File: src/rtl/log2_iter_n.sv
// Iterative base-2 logarithm: integer part from leading-one detection, then F fraction
// bits by repeated squaring of the normalised mantissa, one bit per cycle.
module log2_iter_n #(
  parameter int W  = 16,
  parameter int F  = 8,
  parameter int IW = $clog2(W)
) (
  input  logic          clk_i,
  input  logic          rst_i,
  input  logic          in_valid_i,
  output logic          in_ready_o,
  input  logic [W-1:0]  data_i,
  output logic          out_valid_o,
  input  logic          out_ready_i,
  output logic [IW-1:0] ynguyen_o,
  output logic [F-1:0]  ythapphan_o,
  output logic          err_o,
  output logic          busy_o
);

  localparam int CW = (F > 1) ? $clog2(F) : 1;

  typedef enum logic [1:0] {IDLE, NORM, ITER, DONE} state_t;

  // Highest set bit position; zero input yields 0.
  function automatic logic [IW-1:0] lead_one(input logic [W-1:0] x);
    logic [IW-1:0] r;
    r = '0;
    for (int i = 0; i < W; i++)
      if (x[i]) r = IW'(i);
    return r;
  endfunction

  // One squaring step on a Q1.(W-1) mantissa: returns {bit, renormalised mantissa}, truncated.
  function automatic logic [W:0] sq_step(input logic [W-1:0] m);
    logic [2*W-1:0] p;
    p = {{W{1'b0}}, m} * {{W{1'b0}}, m};
    if (p[2*W-1]) return {1'b1, p[2*W-1:W]};
    else          return {1'b0, p[2*W-2:W-1]};
  endfunction

  state_t          state;
  logic [W-1:0]    x_p0;
  logic [W-1:0]    m_p1;
  logic [IW-1:0]   k_p1;
  logic            err_p1;
  logic [F-1:0]    frac_p1;
  logic [CW-1:0]   cnt;

  logic [IW-1:0]   k_w;
  logic [W:0]      step_w;
  logic [F-1:0]    frac_nxt;

  assign k_w      = lead_one(x_p0);
  assign step_w   = sq_step(m_p1);
  assign frac_nxt = F'({frac_p1, step_w[W]});

  always_ff @(posedge clk_i) begin
    if (!rst_i) begin
      state       <= IDLE;
      in_ready_o  <= 1'b1;
      out_valid_o <= 1'b0;
      busy_o      <= 1'b0;
      x_p0        <= '0;
      m_p1        <= '0;
      k_p1        <= '0;
      err_p1      <= 1'b0;
      frac_p1     <= '0;
      cnt         <= '0;
      ynguyen_o   <= '0;
      ythapphan_o <= '0;
      err_o       <= 1'b0;
    end else begin
      case (state)
        // operand capture
        IDLE: begin
          if (in_valid_i && in_ready_o) begin
            x_p0       <= data_i;
            state      <= NORM;
            in_ready_o <= 1'b0;
            busy_o     <= 1'b1;
          end
        end
        // normalise: mantissa into [1,2), integer part from leading one
        NORM: begin
          k_p1    <= k_w;
          m_p1    <= x_p0 << (IW'(W-1) - k_w);
          err_p1  <= (x_p0 == '0);
          frac_p1 <= '0;
          cnt     <= '0;
          state   <= ITER;
        end
        // one fraction bit per cycle, first bit ends up as MSB
        ITER: begin
          m_p1    <= step_w[W-1:0];
          frac_p1 <= frac_nxt;
          cnt     <= cnt + 1'b1;
          if (cnt == CW'(F-1)) begin
            state       <= DONE;
            busy_o      <= 1'b0;
            out_valid_o <= 1'b1;
            ynguyen_o   <= err_p1 ? '0 : k_p1;
            ythapphan_o <= err_p1 ? '0 : frac_nxt;
            err_o       <= err_p1;
          end
        end
        // hold result until consumed
        DONE: begin
          if (out_ready_i) begin
            state       <= IDLE;
            out_valid_o <= 1'b0;
            in_ready_o  <= 1'b1;
          end
        end
        default: state <= IDLE;
      endcase
    end
  end

endmodule

File: config.mk
export PLATFORM = sky130hd
export DESIGN_NAME = log2_iter_n
export DESIGN_NICKNAME = d
export VERILOG_FILES = /design/src/rtl/log2_iter_n.sv
export SDC_FILE = /design/constraint.sdc
export NUM_CORES = 1
export LEC_CHECK = 0
export CAP_MARGIN = 5
export CORE_MARGIN = 5
export CORE_UTILIZATION = 70
export CTS_BUF_LIST = sky130_fd_sc_hd__clkbuf_8
export CTS_CLUSTER_DIAMETER = 150
export DETAILED_ROUTE_END_ITERATION = 6
export GPL_ROUTABILITY_DRIVEN = 0
export PLACE_DENSITY_LB_ADDON = 0.3
export SYNTH_ARGS = -nofsm -noshare
export SYNTH_HDL_FRONTEND = slang
export SYNTH_SLANG_ARGS = --single-unit
File: constraint.sdc
create_clock -name clk_i -period 9.85 [get_ports clk_i]
set_input_delay 1.4775 -clock clk_i [delete_from_list [all_inputs] [get_ports clk_i]]
set_output_delay 1.4775 -clock clk_i [all_outputs]
set_load 0.02 [all_outputs]
# == Word-level counts from Yosys, hierarchy flattened ==
# Cells that the tools add are included.
# op_classes
addsub,2
mul,1
div_mod_pow,0
magnitude_cmp,0
n_eq_ne,7
shift,1
mux,34
bitwise,0
n_reduce_logical,13
# ops
operator,count
$mux W4,15
$mul A16 B16 Y32,1
$pmux W16 S2,1
$mux W17,1
$logic_not A16 Y1,1
$shl A16 B4 Y16,1
$pmux W7 S2,1
$reduce_and A3 Y1,4
$mux W8,1
$pmux W2 S4,1
$reduce_bool A2 Y1,4
$mux W1,7
$mux W2,3
$ne A2 B2 Y1 const B,3
$pmux W1 S2,3
$pmux W3 S2,1
$eq A2 B2 Y1 const B,2
$reduce_and A2 Y1,2
$sub A4 B4 Y4 const A,1
$add A3 B1 Y3 const B,1
$eq A3 B3 Y1 const B,1
$eq A2 B1 Y1 const B,1
$logic_not A2 Y1,1
$logic_and A1 B1 Y1,1
# totals
reg_bits,65
latchBits,0
mem_bits_rw,0
rom_bits,0
in_bits,20
out_inout_bits,16
wordCells,71
memories,0

# == Logic depth before layout (Yosys ltp) ==
# Gate-level depths: netlist of run 1.
# logic_depth
word_depth,18
ltp_mapped,27
ltp_nobuf,25

# == Worst setup path before layout of run 1 ==
# Ideal clock, no wire load.
# synth_path
kind,register to register
start,reg m_p1[14]
end,reg m_p1[2]
setup_time_ns,0.131
t_arrival_ns,6.142
required_time_ns,9.719
setup_slack_ns,3.578
stages_incl_launch_ff,25
path_buffers,4
synth_period_minus_slack_ns,6.272
cell_sequence,dfxtp_1 -> clkbuf_1 -> clkbuf_1 -> nand2_1 -> fa_1 -> fa_1 -> inv_1 -> fa_1 -> fa_1 -> fa_1 -> inv_1 -> fa_1 -> inv_1 -> ha_1 -> clkbuf_2 -> nand2_1 -> o21a_1 -> a311o_1 -> o21ai_2 -> a21boi_2 -> xnor2_2 -> buf_6 -> mux2_1 -> a22oi_1 -> a21oi_1
# synth_via
elab_chain_len,3
# synth_rtl
item,line_no,rtl
"start, declared",44,logic [W-1:0] m_p1;
"start signal, assigned",87,m_p1 <= x_p0 << (IW'(W-1) - k_w);
"start signal, assigned",95,m_p1 <= step_w[W-1:0];
$mul A16 B16 Y32,37,"p = {{W{1'b0}}, m} * {{W{1'b0}}, m};"
$mux W17,38,"if (p[2*W-1]) return {1'b1, p[2*W-1:W]};"
$pmux W16 S2,74,case (state)
# No other way between the ends.
# A chain may end at the register's enable or synchronous reset.

# == Worst setup path after layout of run 1 ==
# layout_path
start,reg m_p1[12]
end,reg m_p1[3]
# Same word-level chain as after synthesis.

==> impl_metrics.sql, run 1 <==
INSERT INTO impl_metrics (metric_group, metric, value, unit) VALUES
('outcome', 'outcome', 'finished clean', ''),
('finish', 'layout-drive-gt1-share', '3.39', '%'),
('power_and_ir_drop', 'total_power', '0.00215', 'W'),
('route', 'via_count', '8433', ''),
('global_route', 'grt_util_all_layers', '27.4', '%'),
('clocking', 'tritoncts_clock_tree', 'yes', ''),
('setup_path', 'worst_path_dominant_cell_family', 'adder cells', ''),
('place', 'placement.io_buffers', '35', ''),
('synthesis', 'synth_cells', '1274', ''),
('clocking', 'numCtsBuffers', '9', ''),
('setup_path', 'critPathBufInv', '4', ''),
('timing', 'finalClockSkew', '0.00920', 'ns'),
('finish', 'antennaDiodeCount', '0', ''),
('synthesis', 'synth_fp_nets', '1563', ''),
('timing', 'maxSlewViolCount', '0', ''),
('setup_path', 'cp_cell_sequence', 'inv_1 > nor2_1 > ha_1 > xor2_1 > fa_1 > inv_1 > fa_1 > fa_1 > fa_1 > inv_1 > fa_1 > inv_1 > ha_1 > a21oi_1 > o21a_1 > a311o_1 > o21ai_2 > a21boi_2 > xnor2_2 > mux2_2 > a22oi_1 > a21oi_1', ''),
('run', 'max_cap_violations', '0', ''),
('power_and_ir_drop', 'power.density_cell_area', '190', 'nW/um2'),
('route', 'routed_wire_length_per_instance', '16.0', 'um'),
('timing', 'final_period_minus_worst_setup_slack', '7.54', 'ns'),
('finish', 'finish.instance_area', '11300', 'um2'),
('timing', 'peak_clock_frequency_supported_by_timing', '133', 'MHz'),
('setup_path', 'crit_path_max_incr_delay', '0.89', 'ns'),
('die', 'io-pin-count', '36', ''),
('setup_path', 'start_kind', 'flip-flop', ''),
('clocking', 'root_buffer', 'sky130_fd_sc_hd__clkbuf_8', ''),
('setup_path', 'worst_ep_arrival_time', '7.76', 'ns'),
('synthesis', 'syn-cell-area', '10800', 'um2'),
('finish', 'n_fill_cell', '1149', ''),
('global_route', 'grt_pass1_vias', '8657', ''),
('min_path', 'hp-class', 'reg2reg', ''),
('clocking', 'cts_setup_buffers', '0', ''),
('power_and_ir_drop', 'comb_power_share', '69.4', '%'),
('die', 'chipWidth', '134', 'um'),
('route', 'final_antenna_net_count', '0', ''),
('global_route', 'number_of_antenna_violations_at_the_first_check_in_global_routing', '0', ''),
('clocking', 'reg_clk_slew_reported_paths', '0.07', 'ns'),
('synthesis', 'synth_seq_area_share', '12.1', '%'),
('power_and_ir_drop', 'internal-power', '0.00101', 'W'),
('die', 'vertical_extent_of_the_die', '134', 'um'),
('finish', 'finish.net_count', '1554', ''),
('die', 'floorplan_row_count', '45', ''),
('clocking', 'post_cts.resized_instances', '0', ''),
('finish', 'layout.cells.most_common', 'sky130_fd_sc_hd__inv_1', ''),
('power_and_ir_drop', 'max-vdd-ir-drop', '0.162', 'mV'),
('setup_path', 'regToRegStartpoint', 'm_p1[12]$_SDFFE_PN0P_', ''),
('power_and_ir_drop', 'power_frac_clock', '9.6', '%'),
('clocking', 'htreeDepth', '3', ''),
('setup_path', 'critical_path.max_fanout', '22', ''),
('timing', 'fin_setup_tns', '0', 'ns'),
('power_and_ir_drop', 'switching_power_of_the_nets', '0.00115', 'W'),
('synthesis', 'number_of_warnings_issued_by_yosys', '0', ''),
('synthesis', 'synthFlopType', 'sky130_fd_sc_hd__dfxtp_1', ''),
('synthesis', 'ys_types', '73', ''),
('synthesis', 'postSynth.asyncResetShare', '0', '%'),
('synthesis', 'synth_seq_cells', '65', ''),
('setup_path', 'timing_worst_setup_path_type', 'reg2reg', ''),
('die', 'start_util', '71.2', '%'),
('finish', 'layout.cells.most_common_list', 'sky130_fd_sc_hd__inv_1, sky130_fd_sc_hd__fa_1, sky130_fd_sc_hd__nand2_1, sky130_fd_sc_hd__ha_1, sky130_fd_sc_hd__dfxtp_1', ''),
('setup_path', 'crit_path_top_delay_cell', 'sky130_fd_sc_hd__xnor2_2', ''),
('min_path', 'hold_start', 'k_p1[3]$_SDFFE_PN0N_', ''),
('route', 'drt_drc_violations_left', '0', ''),
('finish', 'filler_free_cell_count_of_the_finished_design', '1458', ''),
('global_route', 'grt_first_pass_wirelength', '40.7', 'mm'),
('timing', 'setup-violations-final', '0', ''),
('finish', 'area_growth', '5.11', '%'),
('route', 'firstDrtPassIters', '7', ''),
('timing', 'setup_repair_after_global_routing_missed_its_margin', 'no', ''),
('power_and_ir_drop', 'power.static_leakage', '5.80', 'nW'),
('route', 'initialDrtViolationCount', '629', ''),
('timing', 'timing.max_slew.rel_slack', '22.6', '%');
[path summary, 6_finish.rpt]
kind	slack, ns	to	cells after the start
worst max-delay path	2.31	m_p1[3]$_SDFFE_PN0P_	22
worst min-delay path	0.48	k_p1[3]$_SDFFE_PN0N_	1
worst max register to register	2.31	m_p1[3]$_SDFFE_PN0P_	22
worst min register to register	0.48	k_p1[3]$_SDFFE_PN0N_	1
[power groups by stage]
| stage | Clock, W | Combinational [W] | Sequential (W) |
|---|---|---|---|
| 2_1_floorplan | 0 | 0.00121 | 0.000353 |
| 3_3_place_gp | 0 | 0.00143 | 0.000445 |
| 3_5_place_dp | 0 | 0.00147 | 0.000450 |
| 4_1_cts | 0.000212 | 0.00149 | 0.000443 |
| 5_1_grt | 0.000225 | 0.00169 | 0.000458 |
| 6_report | 0.000207 | 0.00149 | 0.000452 |
[logic make-up (layout without fill, tap and decap cells)]
family                     count (synthesis)  in the layout  synth area share (%)
AOI/OAI and AO/OA                        206            206                  13.2
xor gates and xnor gates                  26             26                  2.18
adders and majority gates                269            269                  42.4
buffers and inverters                    319            315                  11.3
DFF                                       65             65                  12.1
muxes                                     30             30                  2.87
and+or+nand+nor                          359            359                  16.0
[sequential cells by signal, indices dropped and copies added (netlist names), 2 cells and up]
| signal | count |
|---|---|
| ythapphan_o | 8 |
| cnt | 3 |
| x_p0 | 16 |
| state | 2 |
| k_p1 | 4 |
| frac_p1 | 7 |
| m_p1 | 16 |
| ynguyen_o | 4 |
[synthesized netlist by cell type, types with 8 or more instances]
master | n | share of area [%]
sky130_fd_sc_hd__ha_1 | 108 | 13
sky130_fd_sc_hd__o21ai_0 | 32 | 1.5
sky130_fd_sc_hd__a211oi_1 | 8 | 0.56
sky130_fd_sc_hd__nor2_1 | 59 | 2.1
sky130_fd_sc_hd__dfxtp_1 | 65 | 12
sky130_fd_sc_hd__fa_1 | 161 | 30
sky130_fd_sc_hd__a21oi_1 | 60 | 2.8
sky130_fd_sc_hd__mux2i_1 | 23 | 2.1
sky130_fd_sc_hd__nor2b_1 | 28 | 1.6
sky130_fd_sc_hd__o211ai_1 | 8 | 0.56
sky130_fd_sc_hd__o21a_1 | 10 | 0.70
sky130_fd_sc_hd__nand2b_1 | 18 | 1.0
sky130_fd_sc_hd__xnor2_1 | 17 | 1.4
sky130_fd_sc_hd__nor3b_1 | 10 | 0.70
sky130_fd_sc_hd__nor3_1 | 11 | 0.51
sky130_fd_sc_hd__clkbuf_1 | 49 | 1.7
sky130_fd_sc_hd__a21boi_0 | 26 | 1.8
sky130_fd_sc_hd__and2_1 | 36 | 2.1
sky130_fd_sc_hd__inv_1 | 261 | 9.1
sky130_fd_sc_hd__nand2_1 | 151 | 5.3
sky130_fd_sc_hd__nand3_1 | 17 | 0.79
sky130_fd_sc_hd__xor2_1 | 8 | 0.65
[cell type report]
class / count / area [um2] / area share (%)
clock buffer: 10 / 138 / 1.21
multi-input combinational: 890 / 8270 / 72.9
inverter: 261 / 980 / 8.65
sequential: 65 / 1300 / 11.5
timing repair buffer: 38 / 368 / 3.25
tap: 188 / 235 / 2.08
clock inverter: 6 / 43.8 / 0.386
[through the flow]
stage | util (%) | worst slack [ns] | hold slack (ns)
6_report | 74.8 | 2.31 | 0.481
5_1_grt | 74.8 | 1.93 | 0.509
4_1_cts | 74.8 | 2.40 | 0.484
3_5_place_dp | 73.6 | 2.43 | 0.465
3_3_place_gp | 73.6 | 2.55 | 0.455
2_1_floorplan | - | 3.58 | 0.446
[layer usage]
| layer | share of wire (%) | routed length (um) | global-route usage [%] |
|---|---|---|---|
| met1 | 42 | 9700 | 36.5 |
| met5 | 0 | 0 | 0 |
| met4 | 2.8 | 660 | 7.58 |
| met3 | 6.0 | 1400 | 3.98 |
| met2 | 50 | 11600 | 47.2 |
[worst register-to-register path: stages, from the launching register on]
cell and delay [ns]:
sky130_fd_sc_hd__dfxtp_1 0.71, sky130_fd_sc_hd__inv_1 0.36, sky130_fd_sc_hd__nor2_1 0.30, sky130_fd_sc_hd__ha_1 0.30
sky130_fd_sc_hd__xor2_1 0.19, sky130_fd_sc_hd__fa_1 0.53, sky130_fd_sc_hd__inv_1 0.05, sky130_fd_sc_hd__fa_1 0.47
sky130_fd_sc_hd__fa_1 0.49, sky130_fd_sc_hd__fa_1 0.53, sky130_fd_sc_hd__inv_1 0.05, sky130_fd_sc_hd__fa_1 0.48
sky130_fd_sc_hd__inv_1 0.04, sky130_fd_sc_hd__ha_1 0.37, sky130_fd_sc_hd__a21oi_1 0.11, sky130_fd_sc_hd__o21a_1 0.20
sky130_fd_sc_hd__a311o_1 0.28, sky130_fd_sc_hd__o21ai_2 0.24, sky130_fd_sc_hd__a21boi_2 0.11, sky130_fd_sc_hd__xnor2_2 0.89
sky130_fd_sc_hd__mux2_2 0.42, sky130_fd_sc_hd__a22oi_1 0.19, sky130_fd_sc_hd__a21oi_1 0.09
No activity file was read; power rests on OpenSTA's default activity.
==> run 2: changes to the inputs <==
Settings changed: CORE_UTILIZATION 70 to 65.
Clock period 9.85 ns to 7.85 ns, I/O delays scaled along.
==> run 2 against run 1 <==
Against the previous run: register-to-register slack worse by 1.7 ns; routed wire length grew 0.56%; sequential power up 21%; first-iteration DRC count shrank 20%; maximum frequency grew 4.2%; clock power up 30%; global-route usage is 2.2 points lower; critical path type unchanged; largest cell class unchanged.
==> impl_metrics.sql, run 2 (synthesis results as in run 1) <==
INSERT INTO impl_metrics (metric_group, metric, value, unit) VALUES
('setup_path', 'worst_ep_arrival_time', '7.51', 'ns'),
('finish', 'n_fill_cell', '1289', ''),
('power_and_ir_drop', 'switching_power_of_the_nets', '0.00145', 'W'),
('timing', 'setup_repair_after_global_routing_missed_its_margin', 'no', ''),
('min_path', 'hold_start', 'frac_p1[6]$_SDFFE_PN0P_', ''),
('place', 'placement.io_buffers', '35', ''),
('timing', 'maxSlewViolCount', '0', ''),
('die', 'start_util', '65.7', '%'),
('clocking', 'numCtsBuffers', '9', ''),
('clocking', 'root_buffer', 'sky130_fd_sc_hd__clkbuf_8', ''),
('global_route', 'maximum_number_of_pins_on_one_net_before_global_route_repair', '67', ''),
('route', 'via_count', '8307', ''),
('min_path', 'hp-class', 'reg2reg', ''),
('route', 'routed_wirelength', '23.4', 'mm'),
('timing', 'setup-violations-final', '0', ''),
('min_path', 'holdPathEnd', 'frac_p1[6]$_SDFFE_PN0P_', ''),
('min_path', 'hold-path-cell-count', '2', ''),
('power_and_ir_drop', 'power_frac_clock', '9.9', '%'),
('setup_path', 'regToRegStartpoint', 'm_p1[12]$_SDFFE_PN0P_', ''),
('setup_path', 'timing_worst_setup_path_type', 'reg2reg', ''),
('clocking', 'post_cts.resized_instances', '0', ''),
('timing', 'fin_setup_tns', '0', 'ns'),
('setup_path', 'cp_cell_sequence', 'inv_1 > nor2_1 > ha_1 > xor2_1 > fa_1 > inv_1 > fa_1 > fa_1 > fa_1 > inv_1 > fa_1 > inv_1 > ha_1 > nand4_1 > a311o_1 > o21ai_2 > a21boi_2 > xnor2_2 > buf_4 > mux2_2 > o21ai_0', ''),
('global_route', 'grt_first_pass_wirelength', '40.6', 'mm'),
('timing', 'worstMarginPinSlew', '1.18', 'ns'),
('die', 'io-pin-count', '36', ''),
('route', 'firstDrtPassIters', '6', ''),
('power_and_ir_drop', 'comb_power_share', '70.0', '%'),
('timing', 'peak_clock_frequency_supported_by_timing', '138', 'MHz'),
('setup_path', 'crit_path_frequent_cell', 'sky130_fd_sc_hd__fa_1', ''),
('run', 'max_cap_violations', '0', ''),
('power_and_ir_drop', 'netSwitchingFraction', '53.3', '%'),
('route', 'drt_drc_violations_left', '0', ''),
('outcome', 'outcome', 'finished clean', ''),
('setup_path', 'critical_path.max_fanout', '12', ''),
('timing', 'finalClockSkew', '0.00796', 'ns'),
('route', 'initialDrtViolationCount', '502', ''),
('clocking', 'buffers_from_clock_root_to_sink_at_most', '2', ''),
('finish', 'largest_registers', 'm_p1: 16 flops, x_p0: 16 flops, ythapphan_o: 8 flops', ''),
('setup_path', 'critPathCaptureType', 'flip-flop', ''),
('setup_path', 'data_required_critical_path', '8.12', 'ns'),
('finish', 'layout.cells.most_common', 'sky130_fd_sc_hd__inv_1', ''),
('finish', 'antennaDiodeCount', '0', ''),
('power_and_ir_drop', 'power.density_cell_area', '238', 'nW/um2'),
('global_route', 'grt_util_all_layers', '25.2', '%'),
('power_and_ir_drop', 'power.static_leakage', '5.83', 'nW'),
('clocking', 'reg_clk_slew_reported_paths', '0.08', 'ns'),
('route', 'final_antenna_net_count', '0', ''),
('setup_path', 'worstRegToRegCells', '21', ''),
('die', 'vertical_extent_of_the_die', '139', 'um'),
('finish', 'layout-drive-gt1-share', '3.84', '%'),
('finish', 'layout.cells.most_common_list', 'sky130_fd_sc_hd__inv_1, sky130_fd_sc_hd__fa_1, sky130_fd_sc_hd__nand2_1, sky130_fd_sc_hd__ha_1, sky130_fd_sc_hd__dfxtp_1', ''),
('finish', 'area_growth', '5.88', '%'),
('timing', 'final_period_minus_worst_setup_slack', '7.24', 'ns'),
('global_route', 'aggregate_global_routing_overflow', '0', ''),
('power_and_ir_drop', 'max-vdd-ir-drop', '0.152', 'mV'),
('clocking', 'cts.sink_count', '65', ''),
('clocking', 'holdBufCountCts', '0', ''),
('global_route', 'grt_pass1_vias', '8581', ''),
('die', 'core_area', '16400', 'um2'),
('route', 'routed_wire_length_per_instance', '15.7', 'um'),
('clocking', 'cts_setup_buffers', '0', ''),
('die', 'chipWidth', '139', 'um'),
('die', 'die_area', '19300', 'um2'),
('setup_path', 'start_kind', 'flip-flop', ''),
('setup_path', 'worst_r2r_endpoint', 'm_p1[14]$_SDFFE_PN0P_', ''),
('setup_path', 'regToRegSetupSlack', '0.61', 'ns'),
('die', 'floorplan_row_count', '47', ''),
('global_route', 'number_of_antenna_violations_at_the_first_check_in_global_routing', '0', ''),
('finish', 'finish.net_count', '1559', ''),
('clocking', 'tritoncts_clock_tree', 'yes', ''),
('power_and_ir_drop', 'internal-power', '0.00127', 'W'),
('power_and_ir_drop', 'seqPwrFrac', '20.1', '%'),
('setup_path', 'crit_path_max_incr_delay', '0.70', 'ns'),
('finish', 'fin_util', '69.6', '%'),
('timing', 'final_period_util', '92.2', '%'),
('clocking', 'clk-insertion-delay-late', '0.35', 'ns'),
('place', 'dp_hpwl', '18.9', 'mm'),
('timing', 'timing.max_slew.rel_slack', '20.4', '%'),
('timing', 'final_hold_violating_endpoints', '0', ''),
('clocking', 'htreeDepth', '3', ''),
('setup_path', 'crit_path_top_delay_cell', 'sky130_fd_sc_hd__dfxtp_1', ''),
('route', 'via_per_inst', '5.56', '');
run 2: cell count changes in the layout (fill, tap and decap cells not counted):
cell                         before  now
sky130_fd_sc_hd__buf_4            3    8
sky130_fd_sc_hd__clkinv_4         1    2
sky130_fd_sc_hd__clkinvlp_4       3    2
sky130_fd_sc_hd__inv_1          262  261
sky130_fd_sc_hd__inv_6            1    2
run 2: cell type report:
cell class                      instances  area, um2  area share [%]
Multi-Input combinational cell        890       8270            72.4
Sequential cell                        65       1300            11.4
Clock buffer                           10        138            1.21
Clock inverter                          6       50.0           0.438
Tap cell                              220        275            2.41
Timing Repair Buffer                   43        405            3.55
Inverter                              261        980            8.58
run 2: how the worst max path moves through the flow:
| stage | depth (start not counted) | startpoint | slack (ns) | endpoint |
|---|---|---|---|---|
| global placement | 22 | m_p1[12]$_SDFFE_PN0P_ | 0.78 | m_p1[10]$_SDFFE_PN0P_ |
| floorplan | 24 | m_p1[14]$_SDFFE_PN0P_ | 1.58 | m_p1[2]$_SDFFE_PN0P_ |
| finish | 21 | m_p1[12]$_SDFFE_PN0P_ | 0.61 | m_p1[14]$_SDFFE_PN0P_ |
| global route | 23 | m_p1[12]$_SDFFE_PN0P_ | 0.19 | m_p1[10]$_SDFFE_PN0P_ |
| detailed placement | 21 | m_p1[12]$_SDFFE_PN0P_ | 0.71 | m_p1[14]$_SDFFE_PN0P_ |
| CTS | 21 | m_p1[12]$_SDFFE_PN0P_ | 0.67 | m_p1[14]$_SDFFE_PN0P_ |
run 2: metal layers:
| layer | wire [um] | vias up | track usage, % |
|---|---|---|---|
| met5 | 0 | - | 0 |
| met2 | 12000 | 202 | 45.0 |
| met1 | 10000 | 4031 | 33.3 |
| met3 | 934 | 41 | 3.07 |
| met4 | 448 | 0 | 5.30 |
| li1 | - | 4033 | - |
run 2: power groups by stage:
stage / registers (W) / clock network, W / logic, W
after global routing: 0.000557 / 0.000291 / 0.00215
final: 0.000546 / 0.000269 / 0.00190
after floorplan: 0.000443 / 0 / 0.00152
after detailed placement: 0.000547 / 0 / 0.00189
after CTS: 0.000540 / 0.000276 / 0.00191
after global placement: 0.000545 / 0 / 0.00183
run 2: worst max-delay path: cells and delay by family (launching register included):
kind                       cells  cell delay (ns)
buffers and inverters          5             0.79
muxes                          1             0.35
xor gates and xnor gates       2             0.68
and+or+nand+nor                2             0.47
AOI/OAI and AO/OA              4             0.95
adders and majority gates      7             3.21
DFF                            1             0.70
run 2: stage by stage:
stage / instances / power (W) / setup WS (ns) / hold slack (ns) / area, um2
2_1_floorplan: 1274 / 0.00196 / 1.58 / 0.446 / 10800
3_3_place_gp: 1479 / 0.00238 / 0.776 / 0.456 / 11200
3_5_place_dp: 1479 / 0.00244 / 0.708 / 0.466 / 11200
4_1_cts: 1495 / 0.00272 / 0.666 / 0.487 / 11400
5_1_grt: 1495 / 0.00300 / 0.193 / 0.514 / 11400
6_report: 1495 / 0.00272 / 0.611 / 0.488 / 11400
==> run 3: changes to the inputs <==
Settings changed: ABC_AREA set to 1, CORE_UTILIZATION 65 to 55.
==> run 3 against run 2 <==
Against the previous run: sequential cell count unchanged; utilization decreased by 10 points; non-clock buffer count increased by 3; first-iteration DRC count increased by 7.2%; hold slack got worse by 0.018 ns; worst setup slack improved by 0.56 ns; register-to-register slack improved by 0.56 ns; die area increased by 17%; via count increased by 6.8%; routed wire length increased by 2.0%; critical endpoint is now m_p1[12]$_SDFFE_PN0P_.
==> impl_metrics.sql, run 3 <==
INSERT INTO impl_metrics (metric_group, metric, value, unit) VALUES
('global_route', 'number_of_antenna_violations_at_the_first_check_in_global_routing', '0', ''),
('setup_path', 'critPathCaptureType', 'flip-flop', ''),
('route', 'routed_wire_length_per_instance', '13.9', 'um'),
('synthesis', 'postSynth.asyncResetShare', '0', '%'),
('place', 'placement.io_buffers', '35', ''),
('die', 'start_util', '55.6', '%'),
('clocking', 'htreeDepth', '3', ''),
('synthesis', 'avgSynthCellArea', '7.43', 'um2'),
('setup_path', 'worst_ep_arrival_time', '6.96', 'ns'),
('min_path', 'hp-class', 'reg2reg', ''),
('timing', 'final_period_minus_worst_setup_slack', '6.68', 'ns'),
('clocking', 'holdBufCountCts', '0', ''),
('synthesis', 'synth_cells', '1448', ''),
('route', 'firstDrtPassIters', '5', ''),
('setup_path', 'data_required_critical_path', '8.13', 'ns'),
('synthesis', 'synth_fp_nets', '1737', ''),
('timing', 'final_hold_violating_endpoints', '0', ''),
('finish', 'area_growth', '7.14', '%'),
('place', 'placedCellCount', '1700', ''),
('place', 'dp_hpwl', '19.3', 'mm'),
('timing', 'fin_setup_tns', '0', 'ns'),
('clocking', 'tritoncts_clock_tree', 'yes', ''),
('finish', 'largest_registers', 'm_p1: 16 flops, x_p0: 16 flops, ythapphan_o: 8 flops', ''),
('setup_path', 'timing_worst_setup_path_type', 'reg2reg', ''),
('finish', 'layout-drive-gt1-share', '2.62', '%'),
('synthesis', 'synth_commonest_cells', 'sky130_fd_sc_hd__inv_1, sky130_fd_sc_hd__nand2_1, sky130_fd_sc_hd__fa_1', ''),
('route', 'final_antenna_net_count', '0', ''),
('timing', 'setup_repair_after_global_routing_missed_its_margin', 'no', ''),
('synthesis', 'synthMostInstantiatedCell', 'sky130_fd_sc_hd__inv_1', ''),
('power_and_ir_drop', 'max-vdd-ir-drop', '0.283', 'mV'),
('die', 'die_area', '22400', 'um2'),
('synthesis', 'netlist.area_leader.share', '30.0', '%'),
('timing', 'postLayoutSetupSlackWorst', '1.17', 'ns'),
('clocking', 'clk-insertion-delay-late', '0.35', 'ns'),
('route', 'via_count', '8869', ''),
('global_route', 'grt_first_pass_wirelength', '42.4', 'mm'),
('route', 'routed_wirelength', '23.9', 'mm'),
('setup_path', 'critical_path.max_fanout', '16', ''),
('global_route', 'aggregate_global_routing_overflow', '0', ''),
('die', 'floorplan_row_count', '51', ''),
('power_and_ir_drop', 'power.static_leakage', '6.57', 'nW'),
('run', 'max_cap_violations', '0', ''),
('synthesis', 'number_of_warnings_issued_by_yosys', '0', ''),
('timing', 'peak_clock_frequency_supported_by_timing', '150', 'MHz'),
('global_route', 'maximum_number_of_pins_on_one_net_before_global_route_repair', '35', ''),
('global_route', 'grt_util_all_layers', '23.0', '%'),
('timing', 'worstMarginPinSlew', '1.03', 'ns'),
('die', 'vertical_extent_of_the_die', '150', 'um'),
('outcome', 'outcome', 'finished clean', ''),
('timing', 'finalClockSkew', '0.00879', 'ns'),
('timing', 'maxSlewViolCount', '0', ''),
('synthesis', 'synth_enable_flop_cells', '0', ''),
('timing', 'setup-violations-final', '0', ''),
('power_and_ir_drop', 'total_power', '0.00374', 'W'),
('finish', 'layout.cells.most_common_list', 'sky130_fd_sc_hd__inv_1, sky130_fd_sc_hd__nand2_1, sky130_fd_sc_hd__fa_1, sky130_fd_sc_hd__ha_1, sky130_fd_sc_hd__a21oi_1', ''),
('timing', 'final_period_util', '85.1', '%'),
('synthesis', 'synth_seq_area_share', '12.1', '%'),
('clocking', 'cts_setup_buffers', '0', ''),
('global_route', 'grt_pass1_vias', '9167', ''),
('finish', 'finish.net_count', '1735', ''),
('place', 'dp_slack', '1.30', 'ns'),
('clocking', 'root_buffer', 'sky130_fd_sc_hd__clkbuf_8', ''),
('synthesis', 'netlist.top_cell.by_area', 'sky130_fd_sc_hd__fa_1', ''),
('clocking', 'numCtsBuffers', '9', ''),
('clocking', 'cts.sink_count', '65', ''),
('power_and_ir_drop', 'power.density_cell_area', '325', 'nW/um2'),
('route', 'via_per_inst', '5.17', ''),
('synthesis', 'ys_types', '37', ''),
('synthesis', 'synthFlopType', 'sky130_fd_sc_hd__dfxtp_1', ''),
('clocking', 'post_cts.resized_instances', '0', ''),
('synthesis', 'syn-cell-area', '10800', 'um2'),
('synthesis', 'synth_seq_cells', '65', ''),
('die', 'core_area', '19300', 'um2'),
('clocking', 'buffers_from_clock_root_to_sink_at_most', '2', ''),
('finish', 'layout.cells.most_common', 'sky130_fd_sc_hd__inv_1', ''),
('route', 'initialDrtViolationCount', '538', ''),
('die', 'chipWidth', '150', 'um'),
('setup_path', 'start_kind', 'flip-flop', ''),
('die', 'io-pin-count', '36', ''),
('finish', 'filler_free_cell_count_of_the_finished_design', '1716', ''),
('timing', 'timing.max_slew.rel_slack', '31.2', '%'),
('synthesis', 'synth.top_cells.by_area', 'sky130_fd_sc_hd__fa_1, sky130_fd_sc_hd__ha_1, sky130_fd_sc_hd__inv_1, sky130_fd_sc_hd__dfxtp_1, sky130_fd_sc_hd__nand2_1', ''),
('route', 'drt_drc_violations_left', '0', ''),
('finish', 'fin_util', '59.6', '%'),
('finish', 'antennaDiodeCount', '0', ''),
('clocking', 'reg_clk_slew_reported_paths', '0.08', 'ns');
==> run 3: through the flow <==
step           hold WS [ns]  area (um2)
2_1_floorplan         0.436       10800
3_3_place_gp          0.452       11300
3_5_place_dp          0.460       11300
4_1_cts               0.474       11500
5_1_grt               0.493       11500
6_report              0.470       11500
==> run 3: critical path, stage by stage, from the launching register on <==
cell,delay (ns)
sky130_fd_sc_hd__dfxtp_1,0.88
sky130_fd_sc_hd__inv_1,0.29
sky130_fd_sc_hd__fa_1,0.60
sky130_fd_sc_hd__inv_1,0.05
sky130_fd_sc_hd__fa_1,0.49
sky130_fd_sc_hd__inv_1,0.05
sky130_fd_sc_hd__fa_1,0.52
sky130_fd_sc_hd__inv_1,0.05
sky130_fd_sc_hd__fa_1,0.45
sky130_fd_sc_hd__fa_1,0.49
sky130_fd_sc_hd__inv_1,0.05
sky130_fd_sc_hd__fa_1,0.48
sky130_fd_sc_hd__inv_1,0.05
sky130_fd_sc_hd__ha_1,0.29
sky130_fd_sc_hd__a21oi_1,0.16
sky130_fd_sc_hd__o21ai_0,0.11
sky130_fd_sc_hd__a21oi_1,0.16
sky130_fd_sc_hd__o21ai_2,0.11
sky130_fd_sc_hd__a21o_2,0.23
sky130_fd_sc_hd__nand2_2,0.08
sky130_fd_sc_hd__nand2_4,0.07
sky130_fd_sc_hd__inv_1,0.05
sky130_fd_sc_hd__nand2_1,0.05
sky130_fd_sc_hd__nand2_1,0.39
sky130_fd_sc_hd__o21ai_0,0.13
sky130_fd_sc_hd__a21oi_1,0.16
sky130_fd_sc_hd__nor2_1,0.06
sky130_fd_sc_hd__nor2_1,0.10
==> run 3: area by class of cell <==
type,instances,area (um2)
Tap cell,265,332
Sequential cell,65,1300
Multi-Input combinational cell,968,7880
Fill cell,1789,7810
Clock buffer,9,124
Inverter,356,1340
Clock inverter,7,119
Timing Repair Buffer,46,433
==> run 3: path summary, 6_finish.rpt <==
kind              cells past startpoint  slack, ns                 start                   endpoint
setup / recovery                     27       1.17  m_p1[7]$_SDFFE_PN0P_      m_p1[12]$_SDFFE_PN0P_
hold / removal                        2       0.47  k_p1[2]$_SDFFE_PN0N_  ynguyen_o[2]$_SDFFE_PN0P_
setup reg to reg                     27       1.17  m_p1[7]$_SDFFE_PN0P_      m_p1[12]$_SDFFE_PN0P_
hold reg to reg                       2       0.47  k_p1[2]$_SDFFE_PN0N_  ynguyen_o[2]$_SDFFE_PN0P_
==> run 3: cell families (layout without fill, tap and decap cells) <==
group	count (synthesis)	in the layout	synth area share (%)
AOI/OAI and AO/OA	178	178	9.13
xor gates and xnor gates	29	29	2.54
adders and majority gates	269	269	42.5
buffers and inverters	415	418	14.6
DFF	65	65	12.1
and+or+nand+nor	492	492	19.0
==> run 3: metal layers <==
layer,global-route usage [%],routed length [um],up-vias
met1,29.3,9890,4194
met3,3.60,1380,55
met5,0,0,-
li1,-,-,4391
met4,5.86,593,0
met2,40.8,12000,229
==> run 3: where the power goes <==
part	switching, W	total, W	internal [W]
Sequential	0.000162	0.000565	0.000403
Combinational	0.00181	0.00283	0.00102
Clock	0.000138	0.000349	0.000211
==> RTL change (settings of run 3) <==
Set the parameter `W` to 8 (it was 16).
--- a/src/rtl/log2_iter_n.sv
+++ b/src/rtl/log2_iter_n.sv
@@ -1,7 +1,7 @@
 // Iterative base-2 logarithm: integer part from leading-one detection, then F fraction
 // bits by repeated squaring of the normalised mantissa, one bit per cycle.
 module log2_iter_n #(
-  parameter int W  = 16,
+  parameter int W  = 8,
   parameter int F  = 8,
   parameter int IW = $clog2(W)
 ) (
Ports: changed (resized data_i and ynguyen_o); port bits go from 36 to 27. No check against the original RTL was run, so the function may have changed too.
==> RTL change against run 3 <==
  * Clock skew hardly changed
  * Total power is 68% lower
  * Area after synthesis is 61% lower
  * Non-clock buffer count is 20 lower
  * Die area is 58% lower
  * Worst setup slack better by 2.2 ns
  * Routed wire length is 64% lower
  * Sequential share of layout area is 9.3 points higher
  * Sequential cell count is 18 lower
  * Cell area is 60% lower
  * Critical endpoint is now m_p1[5]$_SDFFE_PN0P_
  * Largest cell class unchanged
  * Highest routed layer unchanged
==> RTL change: results (changes against run 3) <==
Finish
  – Nets: 689 (was 1735)
  – Clock-cell share of area: 2.52% (was 2.11%)
  – Fillers: 663 (was 1789)
  – Inverter count: 129 (was 356)
  – Post-route non-filler standard cell count: 717 (was 1716)
  – Fraction of area in multi-input gates: 57.9% (was 68.4%)
  – Buffering overhead: 5.69% (was 3.76%)
  – Sequential Area: 941 µm² (was 1300 µm²)
  – Multi-input logic cell count: 408 (was 968)

Placed design
  – Detail Placement HPWL: 6.79 mm (was 19.3 mm)
  – Post-Place Cells: 709 (was 1700)
  – IO buf count: 26 (was 35)
  – Dpl cell area: 4460 µm² (was 11300 µm²)

Global route
  – First-pass GRT wire length: 15.0 mm (was 42.4 mm)
  – Largest net degree at the start of global routing: 27 (was 35)
  – GR Util met1: 25.0% (was 29.3%)
  – GRT Util Overall: 18.4% (was 23.0%)

Critical path
  – CP endpoint: m_p1[5]$_SDFFE_PN0P_ (was m_p1[12]$_SDFFE_PN0P_)
  – Flop-to-flop setup slack: 3.35 ns (was 1.17 ns)

Pwr
  – Peak VDD IR: 0.219 mV (was 0.283 mV)
  – Leak: 0.00240 µW (was 0.00657 µW)

Die
  – Tap cell count: 99 (was 265)

Detailed routing
  – Met3 routed WL: 357 µm (was 1.38 mm)
  – Drt wl/cell: 11.9 µm (was 13.9 µm)
  – Initial DRC count: 213 (was 538)
  – Met2 WL post-DR: 4.03 mm (was 12.0 mm)

Logic synthesis
  – Synth Net Count: 679 (was 1737)
  – Seq cells post-synth: 47 (was 65)
  – Register area share after synthesis: 22.5% (was 12.1%)
  – Synth Area per Inst: 6.87 µm² (was 7.43 µm²)
  – Compound-Gate Fraction of Synth Area: 12.4% (was 9.13%)

Status
  – Outcome: finished clean (unchanged)

Worst hold path
  – Hold_sp: frac_p1[6]$_SDFFE_PN0P_ (was k_p1[2]$_SDFFE_PN0N_)
  – Hold endpoint: ythapphan_o[7]$_SDFFE_PN0P_ (was ynguyen_o[2]$_SDFFE_PN0P_)

Clock network
  – Cts bufs inserted: 5 (was 9)
  – Latest clock arrival within the worst-skew pair: 0.31 ns (was 0.35 ns)
  – Clock-pin slew on the worst setup and hold paths: 0.10 ns (was 0.08 ns)

STA
  – Slew headroom: 35.6% (was 31.2%)
  – Fin crit share: 57.3% (was 85.1%)
  – Hold WS: 0.463 ns (was 0.470 ns)
RTL change: cell types whose count changed after synthesis, moves of 9 or more:
cell,delta
a21oi_1,-54
nor2_1,-26
xnor2_1,-12
xor2_1,-9
clkbuf_1,-37
inv_1,-231
ha_1,-72
fa_1,-137
o21ai_0,-18
nand2_1,-162
dfxtp_1,-18
nand3_1,-52
RTL change: worst max-delay path, stage by stage (launching register included):
cell     delay (ns)
dfxtp_1        0.54
nand2_1        0.13
fa_1           0.54
inv_1          0.07
fa_1           0.50
fa_1           0.54
inv_1          0.05
fa_1           0.53
inv_1          0.05
ha_1           0.34
nand2_1        0.11
inv_1          0.05
nand2_1        0.06
nand2_1        0.10
a21oi_4        0.23
nand2_4        0.09
nand2_4        0.10
nand2_4        0.09
nand2_1        0.06
nand3_1        0.07
a21oi_2        0.16
RTL change: where the power goes:
group	total, µW	switching, µW	internal, µW	leakage [µW]
combinational	689	453	236	0.00196
clock	183	87.5	96.0	0.0000548
sequential	338	55.5	282	0.000383
